[src/rtl/pll_reset_sequencer.sv]
// pll_reset_sequencer
//
// Brings a PLLE2_BASE up and keeps it up. The block drives the PLL RST and
// PWRDWN pins and watches LOCKED. It holds the downstream fabric reset
// (sys_reset_n) asserted until lock has been seen continuously for
// STABLE_CYCLES cycles. A lock timeout or a lock drop before release counts
// as a failed attempt, and the PLL is reset again. Once retry_count has
// reached MAX_RETRIES, the next failure parks the block in FAULT.
//
// Ports:
//   clk             board clock, free-running (also feeds PLL CLKIN1)
//   reset_n         synchronous, active-low reset
//   enable          1 = bring PLL up, 0 = power PLL down
//   pll_locked      PLL LOCKED, asynchronous to clk
//   pll_rst         to PLL RST
//   pll_pwrdwn      to PLL PWRDWN
//   sys_reset_n     active-low reset for the PLL clock domains
//   locked_stable   same value as sys_reset_n
//   fault           sticky, set once retries are exhausted
//   retry_count     failed attempts since the last successful lock (saturating)
//   lock_loss_count lock losses seen in RUN (saturating at 255)
//   state           FSM state: POWERDOWN=0 RESET=1 WAIT_LOCK=2 STABLE=3
//                   RUN=4 FAULT=5
//
// All outputs come straight from flops. No valid/ready handshakes exist
// here. enable and pll_locked are level inputs, and every output is a level.

module pll_reset_sequencer #(
  parameter int RST_CYCLES    = 16,    // must exceed SYNC_STAGES
  parameter int LOCK_TIMEOUT  = 65535,
  parameter int STABLE_CYCLES = 1024,
  parameter int MAX_RETRIES   = 7,     // 1..15
  parameter int SYNC_STAGES   = 2      // >= 2
) (
  input  logic       clk,
  input  logic       reset_n,
  input  logic       enable,
  input  logic       pll_locked,
  output logic       pll_rst,
  output logic       pll_pwrdwn,
  output logic       sys_reset_n,
  output logic       locked_stable,
  output logic       fault,
  output logic [3:0] retry_count,
  output logic [7:0] lock_loss_count,
  output logic [2:0] state
);

  typedef enum logic [2:0] {
    ST_POWERDOWN = 3'd0,
    ST_RESET     = 3'd1,
    ST_WAIT_LOCK = 3'd2,
    ST_STABLE    = 3'd3,
    ST_RUN       = 3'd4,
    ST_FAULT     = 3'd5
  } state_t;

  // The counter is wide enough for the longest of the three timed phases.
  localparam int CNT_MAX_A = (RST_CYCLES > LOCK_TIMEOUT) ? RST_CYCLES : LOCK_TIMEOUT;
  localparam int CNT_MAX   = (CNT_MAX_A > STABLE_CYCLES) ? CNT_MAX_A : STABLE_CYCLES;
  localparam int CNT_W     = $clog2(CNT_MAX + 1);

  localparam logic [CNT_W-1:0] RST_LAST     = CNT_W'(RST_CYCLES - 1);
  localparam logic [CNT_W-1:0] TIMEOUT_LAST = CNT_W'(LOCK_TIMEOUT - 1);
  localparam logic [CNT_W-1:0] STABLE_LAST  = CNT_W'(STABLE_CYCLES - 1);
  localparam logic [CNT_W-1:0] CNT_ONE      = CNT_W'(1);
  localparam logic [3:0]       RETRY_LIMIT  = 4'(MAX_RETRIES);

  state_t                 state_q;
  logic [CNT_W-1:0]       counter;
  logic [SYNC_STAGES-1:0] sync_q;
  logic                   locked_s;
  logic                   attempt_failed;

  assign locked_s      = sync_q[SYNC_STAGES-1];
  assign state         = state_q;
  assign locked_stable = sys_reset_n;

  // Metastability chain for the asynchronous LOCKED pin. The FSM reads only
  // the last stage.
  always_ff @(posedge clk) begin
    if (!reset_n) begin
      sync_q <= '0;
    end else begin
      sync_q <= {sync_q[SYNC_STAGES-2:0], pll_locked};
    end
  end

  // An attempt fails on a lock timeout in WAIT_LOCK, or on any sampled low
  // lock in STABLE. The STABLE case wins even on the final counted cycle.
  always_comb begin
    attempt_failed = 1'b0;
    if (state_q == ST_WAIT_LOCK && !locked_s && counter == TIMEOUT_LAST) begin
      attempt_failed = 1'b1;
    end
    if (state_q == ST_STABLE && !locked_s) begin
      attempt_failed = 1'b1;
    end
  end

  always_ff @(posedge clk) begin
    if (!reset_n) begin
      state_q         <= ST_RESET;
      counter         <= '0;
      pll_rst         <= 1'b1;
      pll_pwrdwn      <= 1'b0;
      sys_reset_n     <= 1'b0;
      fault           <= 1'b0;
      retry_count     <= '0;
      lock_loss_count <= '0;
    end else if (!enable) begin
      // Power-down clears the retry history and any fault. The lock-loss
      // statistics survive.
      state_q     <= ST_POWERDOWN;
      counter     <= '0;
      pll_rst     <= 1'b1;
      pll_pwrdwn  <= 1'b1;
      sys_reset_n <= 1'b0;
      fault       <= 1'b0;
      retry_count <= '0;
    end else if (attempt_failed) begin
      counter     <= '0;
      pll_rst     <= 1'b1;
      sys_reset_n <= 1'b0;
      if (retry_count == RETRY_LIMIT) begin
        state_q <= ST_FAULT;
        fault   <= 1'b1;
      end else begin
        state_q <= ST_RESET;
        if (retry_count != 4'hF) begin
          retry_count <= retry_count + 4'd1;
        end
      end
    end else begin
      case (state_q)
        ST_POWERDOWN: begin
          state_q     <= ST_RESET;
          counter     <= '0;
          pll_rst     <= 1'b1;
          pll_pwrdwn  <= 1'b0;
          sys_reset_n <= 1'b0;
        end
        ST_RESET: begin
          pll_rst    <= 1'b1;
          pll_pwrdwn <= 1'b0;
          if (counter == RST_LAST) begin
            state_q <= ST_WAIT_LOCK;
            counter <= '0;
            pll_rst <= 1'b0;
          end else begin
            counter <= counter + CNT_ONE;
          end
        end
        ST_WAIT_LOCK: begin
          if (locked_s) begin
            state_q <= ST_STABLE;
            counter <= '0;
          end else begin
            counter <= counter + CNT_ONE;
          end
        end
        ST_STABLE: begin
          // Reaching this branch means locked_s is high.
          if (counter == STABLE_LAST) begin
            state_q     <= ST_RUN;
            counter     <= '0;
            sys_reset_n <= 1'b1;
            retry_count <= '0;
          end else begin
            counter <= counter + CNT_ONE;
          end
        end
        ST_RUN: begin
          // A lost lock starts a fresh reset attempt. It does not count
          // against the retry budget.
          if (!locked_s) begin
            state_q     <= ST_RESET;
            counter     <= '0;
            pll_rst     <= 1'b1;
            sys_reset_n <= 1'b0;
            if (lock_loss_count != 8'hFF) begin
              lock_loss_count <= lock_loss_count + 8'd1;
            end
          end
        end
        ST_FAULT: begin
          pll_rst     <= 1'b1;
          sys_reset_n <= 1'b0;
          fault       <= 1'b1;
        end
        default: begin
          state_q     <= ST_RESET;
          counter     <= '0;
          pll_rst     <= 1'b1;
          pll_pwrdwn  <= 1'b0;
          sys_reset_n <= 1'b0;
        end
      endcase
    end
  end

endmodule

[config.mk]
export PLATFORM = sky130hd
export DESIGN_NAME = pll_reset_sequencer
export DESIGN_NICKNAME = d
export VERILOG_FILES = /design/src/rtl/pll_reset_sequencer.sv
export SDC_FILE = /design/constraint.sdc
export NUM_CORES = 1
export LEC_CHECK = 0
export CAP_MARGIN = 10
export CORE_UTILIZATION = 55
export CTS_CLUSTER_DIAMETER = 120
export DETAILED_ROUTE_END_ITERATION = 10
export HOLD_SLACK_MARGIN = 0.03
export PLACE_DENSITY_LB_ADDON = 0.12
export SYNTH_ARGS = -nofsm -noshare
export SYNTH_HDL_FRONTEND = slang
export SYNTH_SLANG_ARGS = --single-unit
export TNS_END_PERCENT = 30
[constraint.sdc]
create_clock -name clk -period 2.8 [get_ports clk]
set_input_delay 0.42 -clock clk [delete_from_list [all_inputs] [get_ports clk]]
set_output_delay 0.42 -clock clk [all_outputs]
set_load 0.05 [all_outputs]
==> impl_summary.txt, run 1 <==
----------------------------------------------------
[Timing]
  Worst Max-Slew Pin Slew ... 0.7984 ns
  Sum of negative setup slack ... 0 ns
  Top achievable clock speed ... approximately 430 MHz
  Number of pins with negative max-slew slack in the final report ... 0
  Final Hold Vio Count ... 0
  Time the final worst path needs with I/O delays and setup ... 2.331 ns
  Tightest slew margin relative to the limit ... 0.4672
  RSZ-0062 raised after global routing ... false
  Final period utilization ... 0.8324
  Endpoints failing setup ... 0
  Skew final ... about 0.013 ns

[Synthesis]
  Proportion of synthesized flip-flops having asynchronous set or reset ... 0
  Synth Net Count ... 234
  Count of synthesis-stage warnings from yosys ... 0
  Area contributors post-synth ... sky130_fd_sc_hd__dfxtp_1 38%, sky130_fd_sc_hd__nor3_1 6.4%, sky130_fd_sc_hd__xnor2_1 5.4%
  Number of enable-type register cells in the synthesized netlist ... 0
  Distinct cell type count of the synthesized netlist ... 55
  Leading area contributor after synthesis ... sky130_fd_sc_hd__dfxtp_1
  Mean cell area of the mapped netlist ... 8.675 um2
  Area of the mapped netlist ... 1952 um2
  Share of the yosys chip area belonging to registers ... 0.3795
  Post-Syn Instances ... 225
  FF+latch count, synth ... 37
  Fraction of synthesized cell area taken by the top area cell type ... 0.3795
  Main flop type after synthesis ... sky130_fd_sc_hd__dfxtp_1

[Clock tree]
  TritonCTS clock tree ... done
  Master cell of the clock root buffer ... sky130_fd_sc_hd__clkbuf_4
  Bufs on Longest Clock Path ... 2
  Skew-Pair Late Insertion Delay ... 0.36 ns
  Post-cts hold buffer count ... 0
  Sinks on the clock net ... 37
  Post-CTS setup buffer count ... 0
  H-tree levels ... 2
  Num CTS Buffers ... 5
  Cells resized by post-CTS repair ... 0
  Clock slew seen by the registers of the worst setup and hold paths ... 0.12 ns

[Pwr]
  Cell area power density ... 418.6 nW/um2
  Leakage power summed over all cells ... 0.7600 nW
  Highest ir drop seen on vdd ... 0.2725 mV

[Setup path]
  Worst setup path category ... reg -> reg
  Arr. time, crit path ... 2.56 ns
  Kind of capture point of the worst setup path ... register
  Highest net fanout along the worst path ... 16
  Cell with the largest stage delay on the worst path ... sky130_fd_sc_hd__or4b_4
  Cell breakdown of the critical path ... ha_1 -> or4b_4 -> nor4_4 -> nand2b_1 -> a31o_2 -> nor3_1
  Required time at the worst-slack endpoint ... ~3.0 ns
  Kind of start point of the critical path ... register
  Buffer and inverter count on the worst path ... 0
  Dominant delay contributor by cell family on the critical path ... simple AND/OR/NAND/NOR gates
  Highest cell delay on the worst timing path ... 0.50 ns

[GRT]
  First-pass GRT wire length ... between 6000 and 7000 um
  Aggregate global routing overflow ... 0
  Pin count of the biggest net entering global routing ... 17
  Overall Global Routing Usage ... 0.2405
  Via count of the first global-routing pass ... 1480
  Antenna violations before repair ... 0

[Die]
  Initial core utilization ... 0.5804
  I/O Pins ... 24
  Overall die area ... 3791 um2
  Area of the core ... 3363 um2
  Cell row count ... 21
  Die X ... approximately 60 um
  Floorplan die height ... slightly above 60 um

[Run]
  Reported max-cap violation count ... 0

[Final layout]
  Fraction of layout instances using a drive strength above 1 ... 0.1111
  Post-layout instance count excluding filler cells ... 298
  N_diodes ... 0
  Total number of nets in the final design ... 260
  Area overhead of the layout relative to synthesis ... 16.47%

[Routing]
  Number of remaining DRC errors ... 0
  DR WL/cell ... 13.81 um
  Detailed-router iteration count before antenna repair ... 4
  First DRT Iteration DRCs ... 66
  Post-detailed-routing wire length ... around 4000 um
  Antenna viol nets, final ... 0
  Total number of vias ... 1704
  Ratio of routed vias to standard cells ... around 5.7

[Place]
  Count of placed standard cells including taps ... 290
  GP Congestion ... between 0.8 and 0.9
  # port buffers ... 23
  Detailed placer's ending HPWL ... 2867 um

[Worst hold path]
  Worst min-delay path category ... reg -> reg

[Outcome]
  Run status ... completed

----------------------------------------------------
## path summary, 6_finish.rpt
check / to / cells after the start / slack (ns) / start
max reg2reg: counter[12] / 6 / 0.47 / counter[0]
min reg2reg: sync_q[1] / 1 / 0.43 / sync_q[0]
min: sync_q[1] / 1 / 0.43 / sync_q[0]
max: counter[12] / 6 / 0.47 / counter[0]
## metrics by stage
| stage | power (mW) | setup WS [ns] | cell area (um2) | utilization | hold WS (ns) |
|---|---|---|---|---|---|
| 4_1_cts | 0.9622 | 0.4449 | 2273 | 0.6760 | 0.4423 |
| 6_report | 0.9517 | 0.4694 | 2273 | 0.6760 | 0.4297 |
| 3_5_place_dp | 0.6824 | 0.4611 | 2218 | 0.6596 | 0.4210 |
| 2_1_floorplan | 0.6514 | 0.5923 | 1952 | - | 0.4119 |
| 5_1_grt | 1.001 | 0.3061 | 2273 | 0.6760 | 0.4582 |
| 3_3_place_gp | 0.6837 | 0.5420 | 2218 | 0.6596 | 0.4140 |
## routing by layer
| layer | global-route usage | part of all wire |
|---|---|---|
| met4 | 0.08889 | 0.014 |
| met1 | 0.3107 | 0.48 |
| met5 | 0 | 0 |
| met3 | 0.07143 | 0.052 |
| met2 | 0.3794 | 0.46 |
## flip-flops by register name, indices dropped and copies added (netlist names)
name             flops
fault                1
locked_stable        1
pll_pwrdwn           1
retry_count          4
counter             16
pll_rst              1
lock_loss_count      8
sync_q               2
state                3
## cells by family after synthesis
family,share of synthesized area
AO/OA/AOI/OAI,0.1449
XOR/XNOR,0.08526
adder cells (fa/ha/maj),0.03205
buffers and inverters,0.04359
flip-flops,0.3795
multiplexers,0.005128
AND/OR/NAND/NOR,0.3096
## cell usage in the layout (no fill, tap or decap), types with 3 or more instances in the layout
cell type                         instances
sky130_fd_sc_hd__a21boi_0                 4
sky130_fd_sc_hd__a21oi_1                  7
sky130_fd_sc_hd__a31oi_1                  5
sky130_fd_sc_hd__and2_1                   6
sky130_fd_sc_hd__and3_1                   3
sky130_fd_sc_hd__buf_4                    4
sky130_fd_sc_hd__clkbuf_4                 5
sky130_fd_sc_hd__clkdlybuf4s50_1         23
sky130_fd_sc_hd__dfxtp_1                 37
sky130_fd_sc_hd__ha_1                     5
sky130_fd_sc_hd__inv_1                    9
sky130_fd_sc_hd__nand2_1                 11
sky130_fd_sc_hd__nand3_1                 14
sky130_fd_sc_hd__nand4_1                  7
sky130_fd_sc_hd__nor2_1                  13
sky130_fd_sc_hd__nor3_1                  25
sky130_fd_sc_hd__o21ai_0                  9
sky130_fd_sc_hd__or3_1                    7
sky130_fd_sc_hd__xnor2_1                 12
sky130_fd_sc_hd__xor2_1                   7
## synthesized netlist by cell type (2+ instances only)
library cell,count
sky130_fd_sc_hd__a21boi_0,4
sky130_fd_sc_hd__a21oi_1,7
sky130_fd_sc_hd__a31oi_1,5
sky130_fd_sc_hd__and2_1,6
sky130_fd_sc_hd__and3_1,3
sky130_fd_sc_hd__buf_2,2
sky130_fd_sc_hd__buf_6,2
sky130_fd_sc_hd__clkbuf_1,3
sky130_fd_sc_hd__dfxtp_1,37
sky130_fd_sc_hd__ha_1,5
sky130_fd_sc_hd__inv_1,9
sky130_fd_sc_hd__nand2_1,11
sky130_fd_sc_hd__nand3_1,14
sky130_fd_sc_hd__nand4_1,7
sky130_fd_sc_hd__nor2_1,13
sky130_fd_sc_hd__nor3_1,25
sky130_fd_sc_hd__o2111ai_1,2
sky130_fd_sc_hd__o211ai_1,2
sky130_fd_sc_hd__o21ai_0,9
sky130_fd_sc_hd__or3_1,7
sky130_fd_sc_hd__xnor2_1,12
sky130_fd_sc_hd__xor2_1,7
## where the power goes
group | internal [mW] | switching, mW | leakage (nW)
Combinational | 0.0442 | 0.0759 | 0.430
Clock | 0.0946 | 0.187 | 0.0310
Sequential | 0.534 | 0.0159 | 0.299
## cell type report
cell class | count | area [um2]
timing repair buffer | 27 | 260.3
fill | 307 | 1090
sequential | 37 | 740.7
tap | 46 | 57.56
multi-input combinational | 171 | 1126
clock inverter | 3 | 17.52
clock buffer | 5 | 37.54
inverter | 9 | 33.78
Note: power is estimated with default switching activity, not from simulation.
==> inputs of run 2 (changes only) <==
==> constraint.sdc (replaced) <==
create_clock -name clk -period 2.25 [get_ports clk]
set_input_delay 0.3375 -clock clk [delete_from_list [all_inputs] [get_ports clk]]
set_output_delay 0.3375 -clock clk [all_outputs]
set_load 0.05 [all_outputs]
==> run 2 against run 1 <==
Net effect:
- clock power is 25% higher
- combinational power is 44% higher
- register-to-register slack worse by 0.35 ns
- final area is 3.7% higher
- critical path depth stayed put
- clock skew is 0.0043 ns lower
- first-iteration DRC count is 17% higher
- clock-buffer cell count is 2 higher
- critical path type unchanged
- largest power group unchanged
==> impl_summary.txt, run 2 (synthesis results as in run 1) <==
----------------------------------------------------
[Timing]
  Endpoints failing setup ... 0 (unchanged)
  RSZ-0062 raised after global routing ... false (unchanged)
  Skew final ... 0.008417 ns (was 0.01273 ns)
  Number of pins with negative max-slew slack in the final report ... 0 (unchanged)
  Worst Max-Slew Pin Slew ... 0.5444 ns (was 0.7984 ns)
  Time the final worst path needs with I/O delays and setup ... 2.130 ns (was 2.331 ns)
  Top achievable clock speed ... 469.5 MHz (was 429.1 MHz)
  Final Hold Vio Count ... 0 (unchanged)
  Worst setup margin ... 0.1202 ns (was 0.4694 ns)
  Tightest slew margin relative to the limit ... 0.6367 (was 0.4672)
  Sum of negative setup slack ... 0 ns (unchanged)
  Final period utilization ... 0.9466 (was 0.8324)

[Routing]
  Detailed-router iteration count before antenna repair ... 5 (was 4)
  Ratio of routed vias to standard cells ... 5.752 (was 5.718)
  Post-detailed-routing wire length ... 4241 um (was 4115 um)
  Antenna viol nets, final ... 0 (unchanged)
  First DRT Iteration DRCs ... 77 (was 66)
  DR WL/cell ... 13.81 um (about the same)
  Number of remaining DRC errors ... 0 (unchanged)
  Total number of vias ... 1766 (was 1704)

[GRT]
  First-pass GRT wire length ... 6913 um (was 6610 um)
  Antenna violations before repair ... 0 (unchanged)
  Via count of the first global-routing pass ... 1558 (was 1480)
  Pin count of the biggest net entering global routing ... 17 (unchanged)
  Aggregate global routing overflow ... 0 (unchanged)
  Overall Global Routing Usage ... 0.2470 (was 0.2405)

[Setup path]
  Cell with the largest stage delay on the worst path ... sky130_fd_sc_hd__or4b_4 (unchanged)
  Buffer and inverter count on the worst path ... 0 (unchanged)
  Dominant delay contributor by cell family on the critical path ... simple AND/OR/NAND/NOR gates (unchanged)
  Highest cell delay on the worst timing path ... 0.50 ns (about the same)
  Required time at the worst-slack endpoint ... 2.48 ns (was 3.03 ns)
  Cell breakdown of the critical path ... ha_1 -> or4b_4 -> nor4_4 -> nand2b_1 -> a31o_4 -> nor3_1 (was ha_1 -> or4b_4 -> nor4_4 -> nand2b_1 -> a31o_2 -> nor3_1)
  Arr. time, crit path ... 2.36 ns (was 2.56 ns)
  Worst setup path category ... reg -> reg (unchanged)
  Kind of start point of the critical path ... register (unchanged)
  Kind of capture point of the worst setup path ... register (unchanged)
  Highest net fanout along the worst path ... 16 (unchanged)

[Final layout]
  Fraction of layout instances using a drive strength above 1 ... 0.1418 (was 0.1111)
  Commonest non-fill, non-tap cell in the layout ... sky130_fd_sc_hd__dfxtp_1 (unchanged)
  Commonest cells after routing, fill and taps aside ... 36 x sky130_fd_sc_hd__dfxtp_1, 25 x sky130_fd_sc_hd__nor3_1, 23 x sky130_fd_sc_hd__clkdlybuf4s50_1, 14 x sky130_fd_sc_hd__nand3_1, 14 x sky130_fd_sc_hd__buf_4 (was 37 x sky130_fd_sc_hd__dfxtp_1, 25 x sky130_fd_sc_hd__nor3_1, 23 x sky130_fd_sc_hd__clkdlybuf4s50_1, 14 x sky130_fd_sc_hd__nand3_1, 13 x sky130_fd_sc_hd__nor2_1)
  Most flop-heavy register ... counter (unchanged)
  Total number of nets in the final design ... 270 (was 260)
  Post-layout instance count excluding filler cells ... 307 (was 298)
  Largest registers ... counter: 16 flops, lock_loss_count: 8 flops, retry_count: 4 flops (unchanged)
  Number of flip-flops in the largest register ... 16 (unchanged)
  N_diodes ... 0 (unchanged)
  # fillers ... 320 (was 307)
  Area overhead of the layout relative to synthesis ... 20.83% (was 16.47%)

[Clock tree]
  Bufs on Longest Clock Path ... 2 (unchanged)
  Clock slew seen by the registers of the worst setup and hold paths ... 0.10 ns (was 0.12 ns)
  Sinks on the clock net ... 37 (unchanged)
  TritonCTS clock tree ... done (unchanged)
  Master cell of the clock root buffer ... sky130_fd_sc_hd__clkbuf_4 (unchanged)
  H-tree levels ... 2 (unchanged)
  Num CTS Buffers ... 5 (unchanged)
  Post-CTS setup buffer count ... 0 (unchanged)
  Skew-Pair Late Insertion Delay ... 0.34 ns (was 0.36 ns)
  Post-cts hold buffer count ... 0 (unchanged)

[Die]
  I/O Pins ... 24 (unchanged)
  Overall die area ... 3791 um2 (unchanged)
  Cell row count ... 21 (unchanged)
  Die X ... 61.57 um (unchanged)
  Floorplan die height ... 61.57 um (unchanged)
  Area of the core ... 3363 um2 (unchanged)
  Initial core utilization ... 0.5804 (unchanged)

[Pwr]
  Internal cell power ... 0.8781 mW (was 0.6731 mW)
  Proportion of power drawn by combinational gates ... 0.144 (was 0.126)
  Leakage power summed over all cells ... 0.8159 nW (was 0.7600 nW)
  Switching power total ... 0.3238 mW (was 0.2786 mW)
  Switching share of power ... 0.2694 (was 0.2927)
  Cell area power density ... 509.6 nW/um2 (was 418.6 nW/um2)
  Clock Power Share ... 0.292 (was 0.296)
  Sequential power share ... 0.564 (was 0.578)
  Highest ir drop seen on vdd ... 0.4310 mV (was 0.2725 mV)

[Place]
  Detailed placer's ending HPWL ... 3030 um (was 2867 um)
  # port buffers ... 23 (unchanged)
  GP Congestion ... 0.8088 (was 0.8197)
  Worst setup timing slack at the placement stage ... 0.04081 ns (was 0.4611 ns)
  Count of placed standard cells including taps ... 300 (was 290)

[Run]
  Reported max-cap violation count ... 0 (unchanged)

[Outcome]
  Run status ... completed (unchanged)

[Worst hold path]
  Worst min-delay path category ... reg -> reg (unchanged)

----------------------------------------------------
[run 2: changes by cell type in the layout (fill, tap and decap cells not counted)]
cell / delta
sky130_fd_sc_hd__buf_4: +10
sky130_fd_sc_hd__clkbuf_8: +1
sky130_fd_sc_hd__a31o_2: -1
sky130_fd_sc_hd__clkinv_2: -2
sky130_fd_sc_hd__a31o_4: +1
sky130_fd_sc_hd__dfxtp_2: +1
sky130_fd_sc_hd__dfxtp_1: -1
sky130_fd_sc_hd__clkbuf_1: +1
sky130_fd_sc_hd__clkinvlp_4: -1
[run 2: metal layers]
| metal | GRT usage | part of all wire | vias to the layer above | routed length, um |
|---|---|---|---|---|
| met1 | 0.3123 | 0.47 | 815 | 1981 |
| met4 | 0.08571 | 0.0080 | 0 | 34 |
| met3 | 0.06092 | 0.054 | 3 | 229 |
| li1 | - | - | 893 | - |
| met5 | 0 | 0 | - | 0 |
| met2 | 0.4101 | 0.47 | 55 | 1995 |
[run 2: final timing paths]
kind / endpoint / slack, ns / start / cells after the start
min: sync_q[1] / 0.46 / sync_q[0] / 1
min reg2reg: sync_q[1] / 0.46 / sync_q[0] / 1
max: counter[0] / 0.12 / counter[1] / 6
max reg2reg: counter[0] / 0.12 / counter[1] / 6
[run 2: final cells by class]
type                            count  area, um2  area share
Multi-Input combinational cell    171       1135      0.4812
Tap cell                           46      57.56     0.02440
Timing Repair Buffer               37      335.3      0.1422
Sequential cell                    37      742.0      0.3146
Inverter                            9      33.78     0.01432
Clock buffer                        7      55.05     0.02334
[run 2: metrics by stage]
stage | utilization | instance area [um2] | total power [mW] | hold slack [ns]
6_report | 0.7013 | 2359 | 1.202 | 0.4580
5_1_grt | 0.7013 | 2359 | 1.258 | 0.4736
4_1_cts | 0.6983 | 2349 | 1.205 | 0.4653
3_5_place_dp | 0.6819 | 2293 | 0.8583 | 0.4399
3_3_place_gp | 0.6819 | 2293 | 0.8580 | 0.4135
2_1_floorplan | - | 1952 | 0.8106 | 0.4119
[run 2: what timing repair did]
item                                    in CTS  in global routing
endpoints found under the setup margin       0                 16
resized for setup                            0                  2
hold endpoints to repair                     0                  0
[run 2: power groups by stage]
stage	combinational, mW	sequential, mW	clock, mW
2_1_floorplan	0.0983	0.712	0
3_3_place_gp	0.166	0.692	0
3_5_place_dp	0.166	0.693	0
4_1_cts	0.168	0.678	0.359
5_1_grt	0.188	0.681	0.389
6_report	0.173	0.678	0.351
==> inputs of run 3 (changes only) <==
--- a/config.mk
+++ b/config.mk
@@ -9,7 +9,6 @@
 export CORE_UTILIZATION = 55
 export CTS_CLUSTER_DIAMETER = 120
 export DETAILED_ROUTE_END_ITERATION = 10
-export HOLD_SLACK_MARGIN = 0.03
 export PLACE_DENSITY_LB_ADDON = 0.12
 export SYNTH_ARGS = -nofsm -noshare
 export SYNTH_HDL_FRONTEND = slang
==> results of run 3 <==
Final layout, timing and power as in run 2 (identical DEF).
